<file path="src/rtl/regfile_writeback_if.sv">
// Writeback port bundle: ALU and load-unit results in, register-file write port and load status out.
// The slave modport is the writeback stage; the master modport is whoever drives the producers.
interface regfile_writeback_if;
    logic        alu_valid;
    logic [4:0]  alu_rd;
    logic [31:0] alu_data;
    logic        ld_valid;
    logic        ld_ready;
    logic [4:0]  ld_rd;
    logic [31:0] ld_data;
    logic        we3;
    logic [4:0]  wa3;
    logic [31:0] wd3;
    logic [31:0] pend_mask;
    logic [1:0]  ld_pending;

    modport master (
        output alu_valid, alu_rd, alu_data, ld_valid, ld_rd, ld_data,
        input  ld_ready, we3, wa3, wd3, pend_mask, ld_pending
    );

    modport slave (
        input  alu_valid, alu_rd, alu_data, ld_valid, ld_rd, ld_data,
        output ld_ready, we3, wa3, wd3, pend_mask, ld_pending
    );
endinterface

</file>
<file path="src/rtl/regfile_writeback.sv">
// Register-file writeback arbiter: ALU results write immediately, load results queue in a
// 2-entry in-order FIFO and drain when the ALU leaves the write port free.
module regfile_writeback (
    input  logic               clk,
    input  logic               rst,
    regfile_writeback_if.slave bus
);
    logic [1:0]  r_count;
    logic [4:0]  r_rd   [2];
    logic [31:0] r_data [2];
    logic [1:0]  r_live;
    logic        r_we3;
    logic [4:0]  r_wa3;
    logic [31:0] r_wd3;

    logic        w_alu_wr;
    logic        w_ld_ready;
    logic        w_enq;
    logic        w_deq;
    logic [1:0]  w_live_cxl;
    logic [1:0]  w_occ;
    logic [1:0]  w_count_n;
    logic [4:0]  w_rd_n   [2];
    logic [31:0] w_data_n [2];
    logic [1:0]  w_live_n;
    logic [31:0] w_pend;

    // Entry 0 is always the FIFO head; a dequeue shifts entry 1 down.
    assign w_alu_wr   = bus.alu_valid && (bus.alu_rd != 5'd0);
    assign w_ld_ready = (r_count < 2'd2) && !rst;
    assign w_enq      = bus.ld_valid && w_ld_ready && (bus.ld_rd != 5'd0);
    assign w_deq      = !w_alu_wr && (r_count != 2'd0);
    assign w_occ      = {r_count == 2'd2, r_count != 2'd0};

    // An ALU write kills older buffered loads to the same register, including one arriving now.
    always_comb begin
        w_live_cxl = r_live;
        for (int i = 0; i < 2; i++) begin
            if (w_alu_wr && (r_rd[i] == bus.alu_rd)) begin
                w_live_cxl[i] = 1'b0;
            end
        end

        w_rd_n    = r_rd;
        w_data_n  = r_data;
        w_live_n  = w_live_cxl;
        w_count_n = r_count;

        if (w_deq) begin
            w_rd_n[0]   = r_rd[1];
            w_data_n[0] = r_data[1];
            w_live_n[0] = w_live_cxl[1];
            w_live_n[1] = 1'b0;
            w_count_n   = r_count - 2'd1;
        end

        if (w_enq) begin
            w_rd_n[w_count_n[0]]   = bus.ld_rd;
            w_data_n[w_count_n[0]] = bus.ld_data;
            w_live_n[w_count_n[0]] = !(w_alu_wr && (bus.ld_rd == bus.alu_rd));
            w_count_n              = w_count_n + 2'd1;
        end
    end

    always_ff @(posedge clk or posedge rst) begin
        if (rst) begin
            r_count   <= '0;
            r_live    <= '0;
            r_rd[0]   <= '0;
            r_rd[1]   <= '0;
            r_data[0] <= '0;
            r_data[1] <= '0;
        end else begin
            r_count   <= w_count_n;
            r_live    <= w_live_n;
            r_rd[0]   <= w_rd_n[0];
            r_rd[1]   <= w_rd_n[1];
            r_data[0] <= w_data_n[0];
            r_data[1] <= w_data_n[1];
        end
    end

    // A cancelled head still consumes its slot but leaves the port idle; address/data hold when idle.
    always_ff @(posedge clk or posedge rst) begin
        if (rst) begin
            r_we3 <= 1'b0;
            r_wa3 <= '0;
            r_wd3 <= '0;
        end else if (w_alu_wr) begin
            r_we3 <= 1'b1;
            r_wa3 <= bus.alu_rd;
            r_wd3 <= bus.alu_data;
        end else if (w_deq && r_live[0]) begin
            r_we3 <= 1'b1;
            r_wa3 <= r_rd[0];
            r_wd3 <= r_data[0];
        end else begin
            r_we3 <= 1'b0;
        end
    end

    always_comb begin
        w_pend = '0;
        for (int i = 0; i < 2; i++) begin
            if (w_occ[i] && r_live[i]) begin
                w_pend[r_rd[i]] = 1'b1;
            end
        end
        w_pend[0] = 1'b0;
    end

    assign bus.ld_ready   = w_ld_ready;
    assign bus.we3        = r_we3;
    assign bus.wa3        = r_wa3;
    assign bus.wd3        = r_wd3;
    assign bus.pend_mask  = w_pend;
    assign bus.ld_pending = r_count;
endmodule

</file>
<file path="src/flat_wrapper.sv">
// flat-port wrapper written by rule: the top's interface ports become plain ports
module regfile_writeback_flat 
  (clk, rst, bus_alu_valid, bus_alu_rd, bus_alu_data, bus_ld_valid, bus_ld_rd, bus_ld_data, bus_ld_ready, bus_we3, bus_wa3, bus_wd3, bus_pend_mask, bus_ld_pending);
  regfile_writeback_if bus_i ();
  input  logic clk;
  input  logic rst;
  input wire logic [$bits(bus_i.alu_valid)-1:0] bus_alu_valid;
  input wire logic [$bits(bus_i.alu_rd)-1:0] bus_alu_rd;
  input wire logic [$bits(bus_i.alu_data)-1:0] bus_alu_data;
  input wire logic [$bits(bus_i.ld_valid)-1:0] bus_ld_valid;
  input wire logic [$bits(bus_i.ld_rd)-1:0] bus_ld_rd;
  input wire logic [$bits(bus_i.ld_data)-1:0] bus_ld_data;
  output wire logic [$bits(bus_i.ld_ready)-1:0] bus_ld_ready;
  output wire logic [$bits(bus_i.we3)-1:0] bus_we3;
  output wire logic [$bits(bus_i.wa3)-1:0] bus_wa3;
  output wire logic [$bits(bus_i.wd3)-1:0] bus_wd3;
  output wire logic [$bits(bus_i.pend_mask)-1:0] bus_pend_mask;
  output wire logic [$bits(bus_i.ld_pending)-1:0] bus_ld_pending;
  assign bus_i.alu_valid = bus_alu_valid;
  assign bus_i.alu_rd = bus_alu_rd;
  assign bus_i.alu_data = bus_alu_data;
  assign bus_i.ld_valid = bus_ld_valid;
  assign bus_i.ld_rd = bus_ld_rd;
  assign bus_i.ld_data = bus_ld_data;
  assign bus_ld_ready = bus_i.ld_ready;
  assign bus_we3 = bus_i.we3;
  assign bus_wa3 = bus_i.wa3;
  assign bus_wd3 = bus_i.wd3;
  assign bus_pend_mask = bus_i.pend_mask;
  assign bus_ld_pending = bus_i.ld_pending;
  regfile_writeback u_core (.clk(clk), .rst(rst), .bus(bus_i));
endmodule
</file>
<file path="config.mk">
export PLATFORM = sky130hd
export DESIGN_NAME = regfile_writeback_flat
export DESIGN_NICKNAME = d
export VERILOG_FILES = /design/src/rtl/regfile_writeback_if.sv /design/src/rtl/regfile_writeback.sv /design/src/flat_wrapper.sv
export SDC_FILE = /design/constraint.sdc
export NUM_CORES = 1
export LEC_CHECK = 0
export ABC_AREA = 1
export CAP_MARGIN = 20
export CORE_MARGIN = 4
export CORE_UTILIZATION = 25
export DETAILED_ROUTE_END_ITERATION = 8
export GPL_ROUTABILITY_DRIVEN = 0
export MAX_ROUTING_LAYER = met4
export SLEW_MARGIN = 20
export SYNTH_ARGS = -nofsm -noshare
export SYNTH_HDL_FRONTEND = slang
export SYNTH_SLANG_ARGS = --single-unit
</file>
<file path="constraint.sdc">
create_clock -name clk -period 7.1 [get_ports clk]
set_clock_uncertainty 0.2 [all_clocks]
set_input_delay 1.42 -clock clk [delete_from_list [all_inputs] [get_ports clk]]
set_output_delay 1.42 -clock clk [all_outputs]
set_load 0.05 [all_outputs]
</file>
### After elaboration in Yosys (flattened, before gate mapping)

Index checks and enable logic that the tools add are counted.

* RAM bits: 0
* ROM bits: 0
* latch bits: 0
* memories: 0
* output and inout port bits: 73
* bits of input ports: 78
* flip-flop bits (word level): 116
* logic and storage cells: 79

* reductions and logical operators: 22
* order comparisons: 9
* shift-type cells: 0
* bitwise logic cells: 2
* multiplexer cells: 31
* divide/modulo/power cells: 0
* multipliers: 0
* $add $sub $neg: 2
* eq/ne operators: 4

Operator list (count)
* two-way mux 32 bit: 6
* bitwise mux 64 bit: 1
* two-way mux 64 bit: 1
* demux 32 bit (select 1 bit): 1
* bitwise OR 32 bit: 1
* two-way mux 5 bit: 4
* == test 5 bit: 3
* logical AND 1 bit: 15
* less-than comparator 5 x 6 -> 1 bit, second input constant: 2
* bitwise mux 10 bit: 1
* demux 1 bit (select 5 bit): 2
* greater-or-equal comparator 5 x 1 -> 1 bit, second input constant: 2
* two-way mux 10 bit: 1
* nonzero test 5 bit: 2
* two-way mux 2 bit: 4
* two-way mux 1 bit: 7
* demux 5 bit (select 1 bit): 1
* nonzero test 2 bit: 2
* logical NOT 1 bit: 3
* adder 2 x 1 -> 2 bit, second input constant: 1
* bitwise mux 2 bit: 1
* == test 2 bit, second input constant: 1
* greater-or-equal comparator 2 bit, second input constant: 1
* less-than comparator 1 x 2 -> 1 bit, second input constant: 1
* other kinds (6): 6

### Depth between registers and ports, before layout

* depth in word-level cells: 12
* gate-level depth with buffers: 11
* gate-level depth less buffers: 10

### Worst setup path after synthesis

Ideal clock, no wire load.

* path type: register -> output
* start point: register u_core.r_count[0] (netlist: u_core.bus.ld_pending[0])
* end point: output port bus_pend_mask[11]
* cell stages (with the launch flop): 10
* arrival: 2666 ps
* required time: 5480 ps
* buffers on the path: 0
* setup slack: 2814 ps
* cell sequence: dfrtp_1 > inv_1 > ha_1 > nor2_4 > inv_2 > nor2_1 > inv_1 > nor2_1 > inv_1 > o22ai_1

* word-level cells in the longest chain between the ends: 5

Ends and longest elaborated chain
* start: declaration: RTL line regfile_writeback.sv:8 `logic [1:0] r_count;`
* start signal: assignment: RTL line regfile_writeback.sv:74 `r_count <= w_count_n;`
* nonzero test 2 bit: RTL line regfile_writeback.sv:33 `assign w_occ = {r_count == 2'd2, r_count != 2'd0};`
* logical AND 1 bit: RTL line regfile_writeback.sv:105 `if (w_occ[i] && r_live[i]) begin`
* two-way mux 32 bit: RTL line regfile_writeback.sv:105
* bitwise OR 32 bit (no line)
* two-way mux 32 bit *: RTL line regfile_writeback.sv:105
* end: declaration: RTL line flat_wrapper.sv:17 `output wire logic [$bits(bus_i.pend_mask)-1:0] bus_pend_mask;`

Mark *: on every way between the ends. The rest lies on a longest branch, timed or not.

### Worst setup path in the final report

* start point: register u_core.r_count[0] (netlist: u_core.bus.ld_pending[0])
* end point: output port bus_pend_mask[28]

The elaborated chain is that of the path after synthesis.

==> reports/results.txt <==
outcome: finished, final reports clean
Setup WS post-layout: 1.342 ns
# setup viols final: 0
initial antenna violation count: 0
first-pass GRT wire length: 31110 µm
crit path DAT: 4.14 ns
Worst VDD drop: 139.9 µV
Post-Place Setup Slack: 1.181 ns
Netlist Area Pre-Place: 6165 µm²
gr ovfl total: 0
Core Box Area: 24320 µm²
post-layout util: 0.3468
pwr dens: 388.4 nW/µm²
TritonCTS buffer count: 17
iteration count of the initial detailed-routing pass: 5
post-synth top area cell: dfrtp_1
top cell type's share of synthesized area: 0.4709
Syn Nets: 895
Placed Cells: 1239
FILL cells: 2558
setup tns final: 0 ns
root buffer cell: clkbuf_16
minimum clock period after layout: 5.758 ns
Yosys Warn Count: 0
Mean Syn Cell Area: 7.573 µm²
die width: 165.0 µm
drt total wl: 19490 µm
clock-pin slew on the worst setup and hold paths: 0.05 ns
min-delay worst type: register to register
worst-margin pin slew: 0.8893 ns
layout cells sized above 1: 0.05814
clk buf depth: 2
Async SR Flop Fraction: 1.000
crit path kind: register to output pin
CP endpoint kind: output pin
remaining routing DRC violations: 0
Setup Fix Bufs, Post-CTS: 0
drt initial violations: 355
EDFF count, synth: 0
nets: 1015
die footprint: 27230 µm²
Hold Fails Final Rpt: 0
Mapped Cells: 814
Synth Register Bits: 116
CTS tree: yes
Worst Path Max Fanout: 41
post_cts resized: 0
Via Count: 5846
Seq/Total Area, Yosys: 0.4709
unrepaired setup endpoints after global routing: false
Worst slew margin: 0.4063
cell with the most instances after synthesis: nand2_1
crit share post-route: 0.8109
number of diodes: 0
Boundary Pins: 151
Area contributors post-synth: dfrtp_1, nand3_1, nand2_1
post-route ant nets: 0
Wirelength per Cell: 15.34 µm
CP startpoint kind: register
vias in the first global route: 5880
Clock Sinks: 116
gr usage total: 0.1488
Area Growth Syn to Fin: 36.82%
Final Max Tran Viols: 0
Synth cell types: 32
Via density: 4.603
Starting Density: 0.2535
HPWL Detailed: 13100 µm
Hold-fix buffers, CTS: 0
MaxCap Viol Count: 0
f_max: 173.7 MHz
DIE HEIGHT: 165.0 µm
top cells by count, synth: nand2_1, nand3_1, dfrtp_1
final cell count without fillers: 1270
H-tree levels: 4
worst-skew pair later-pin latency: 0.41 ns
Leak: 3.809 nW
Required @ worst endpoint: 5.48 ns
largest net degree at the start of global routing: 62
Power, Total: 3.276 mW
top_reg_cell synth: dfrtp_1
row count: 57
# port buffers: 149
-- layer usage --
layer / vias up / share of wire / global-route usage
li1: 2926 / - / -
met1: 2727 / 0.46 / 0.1911
met2: 174 / 0.47 / 0.2378
met3: 19 / 0.058 / 0.03369
met4: 0 / 0.012 / 0.03970
met5: - / 0 / -
-- worst paths after layout --
check	start	endpoint	slack [ns]	cells past startpoint
setup / recovery	u_core.bus.ld_pending[0]	bus_pend_mask[28]	1.34	9
hold / removal	register	register	0.29	2
setup reg to reg	u_core.bus.ld_pending[0]	u_core.r_data[63]	3.56	10
hold reg to reg	register	register	0.29	2
max in group asynchronous	rst	asynchronous set/reset pin	4.08	3
min in group asynchronous	rst	asynchronous set/reset pin	1.37	2
-- worst max-delay path, stage by stage (launching register included) --
cell and delay [ns]:
dfrtp_1 0.41, inv_1 0.12, ha_1 0.26, nor2_4 0.10, buf_4 0.42, inv_2 0.49
nor3_1 0.75, inv_1 0.14, o22ai_1 0.16, clkdlybuf4s50_1 0.84
-- cells by family (layout without fill, tap and decap cells) --
kind of cell               count (synthesis)  count (layout)  synth area share
adders and majority gates                  3               3          0.006090
and+or+nand+nor                          434             434            0.3138
xor gates and xnor gates                   8               8           0.01137
AOI/OAI and AO/OA                        117             117           0.09945
other                                      1               1         0.0006083
buffers and inverters                    135             267           0.09783
DFF                                      116             116            0.4709
-- layout by cell type, fill, tap and decap left out, types with 7 or more instances in the layout --
cell / instances
nand2_1: 212
o21ai_1: 77
inv_1: 72
dfrtp_1: 116
nor3_1: 17
nor2_1: 14
buf_4: 7
nand3_1: 176
o21ai_0: 25
clkbuf_16: 17
clkdlybuf4s50_1: 148
o22ai_1: 7
-- layout make-up --
type                       instances  area [µm²]  share of cell area
clock buffer                      22       474.2             0.05622
clock inverter                     9       151.4             0.01795
inverter                          80       302.8             0.03590
multi-input combinational        563        2659              0.3152
sequential                       116        2903              0.3442
tap                              324       405.4             0.04806
timing repair buffer             156        1539              0.1825
-- metrics by stage --
| stage | cell area (µm²) | hold slack (ns) |
|---|---|---|
| 2_1_floorplan | 6165 | 0.2594 |
| 3_3_place_gp | 7809 | 0.2718 |
| 3_5_place_dp | 7809 | 0.2790 |
| 4_1_cts | 8434 | 0.2927 |
| 5_1_grt | 8434 | 0.3134 |
| 6_report | 8434 | 0.2875 |
-- power by group --
group          leakage [nW]  internal (mW)  total [mW]  switching, mW
Clock                 0.306          0.612       0.916          0.304
Combinational          2.05          0.423        1.25          0.826
Sequential             1.45          0.924        1.11          0.188
Total                  3.81           1.96        3.28           1.32
Power figures use the tool's default switching activity.
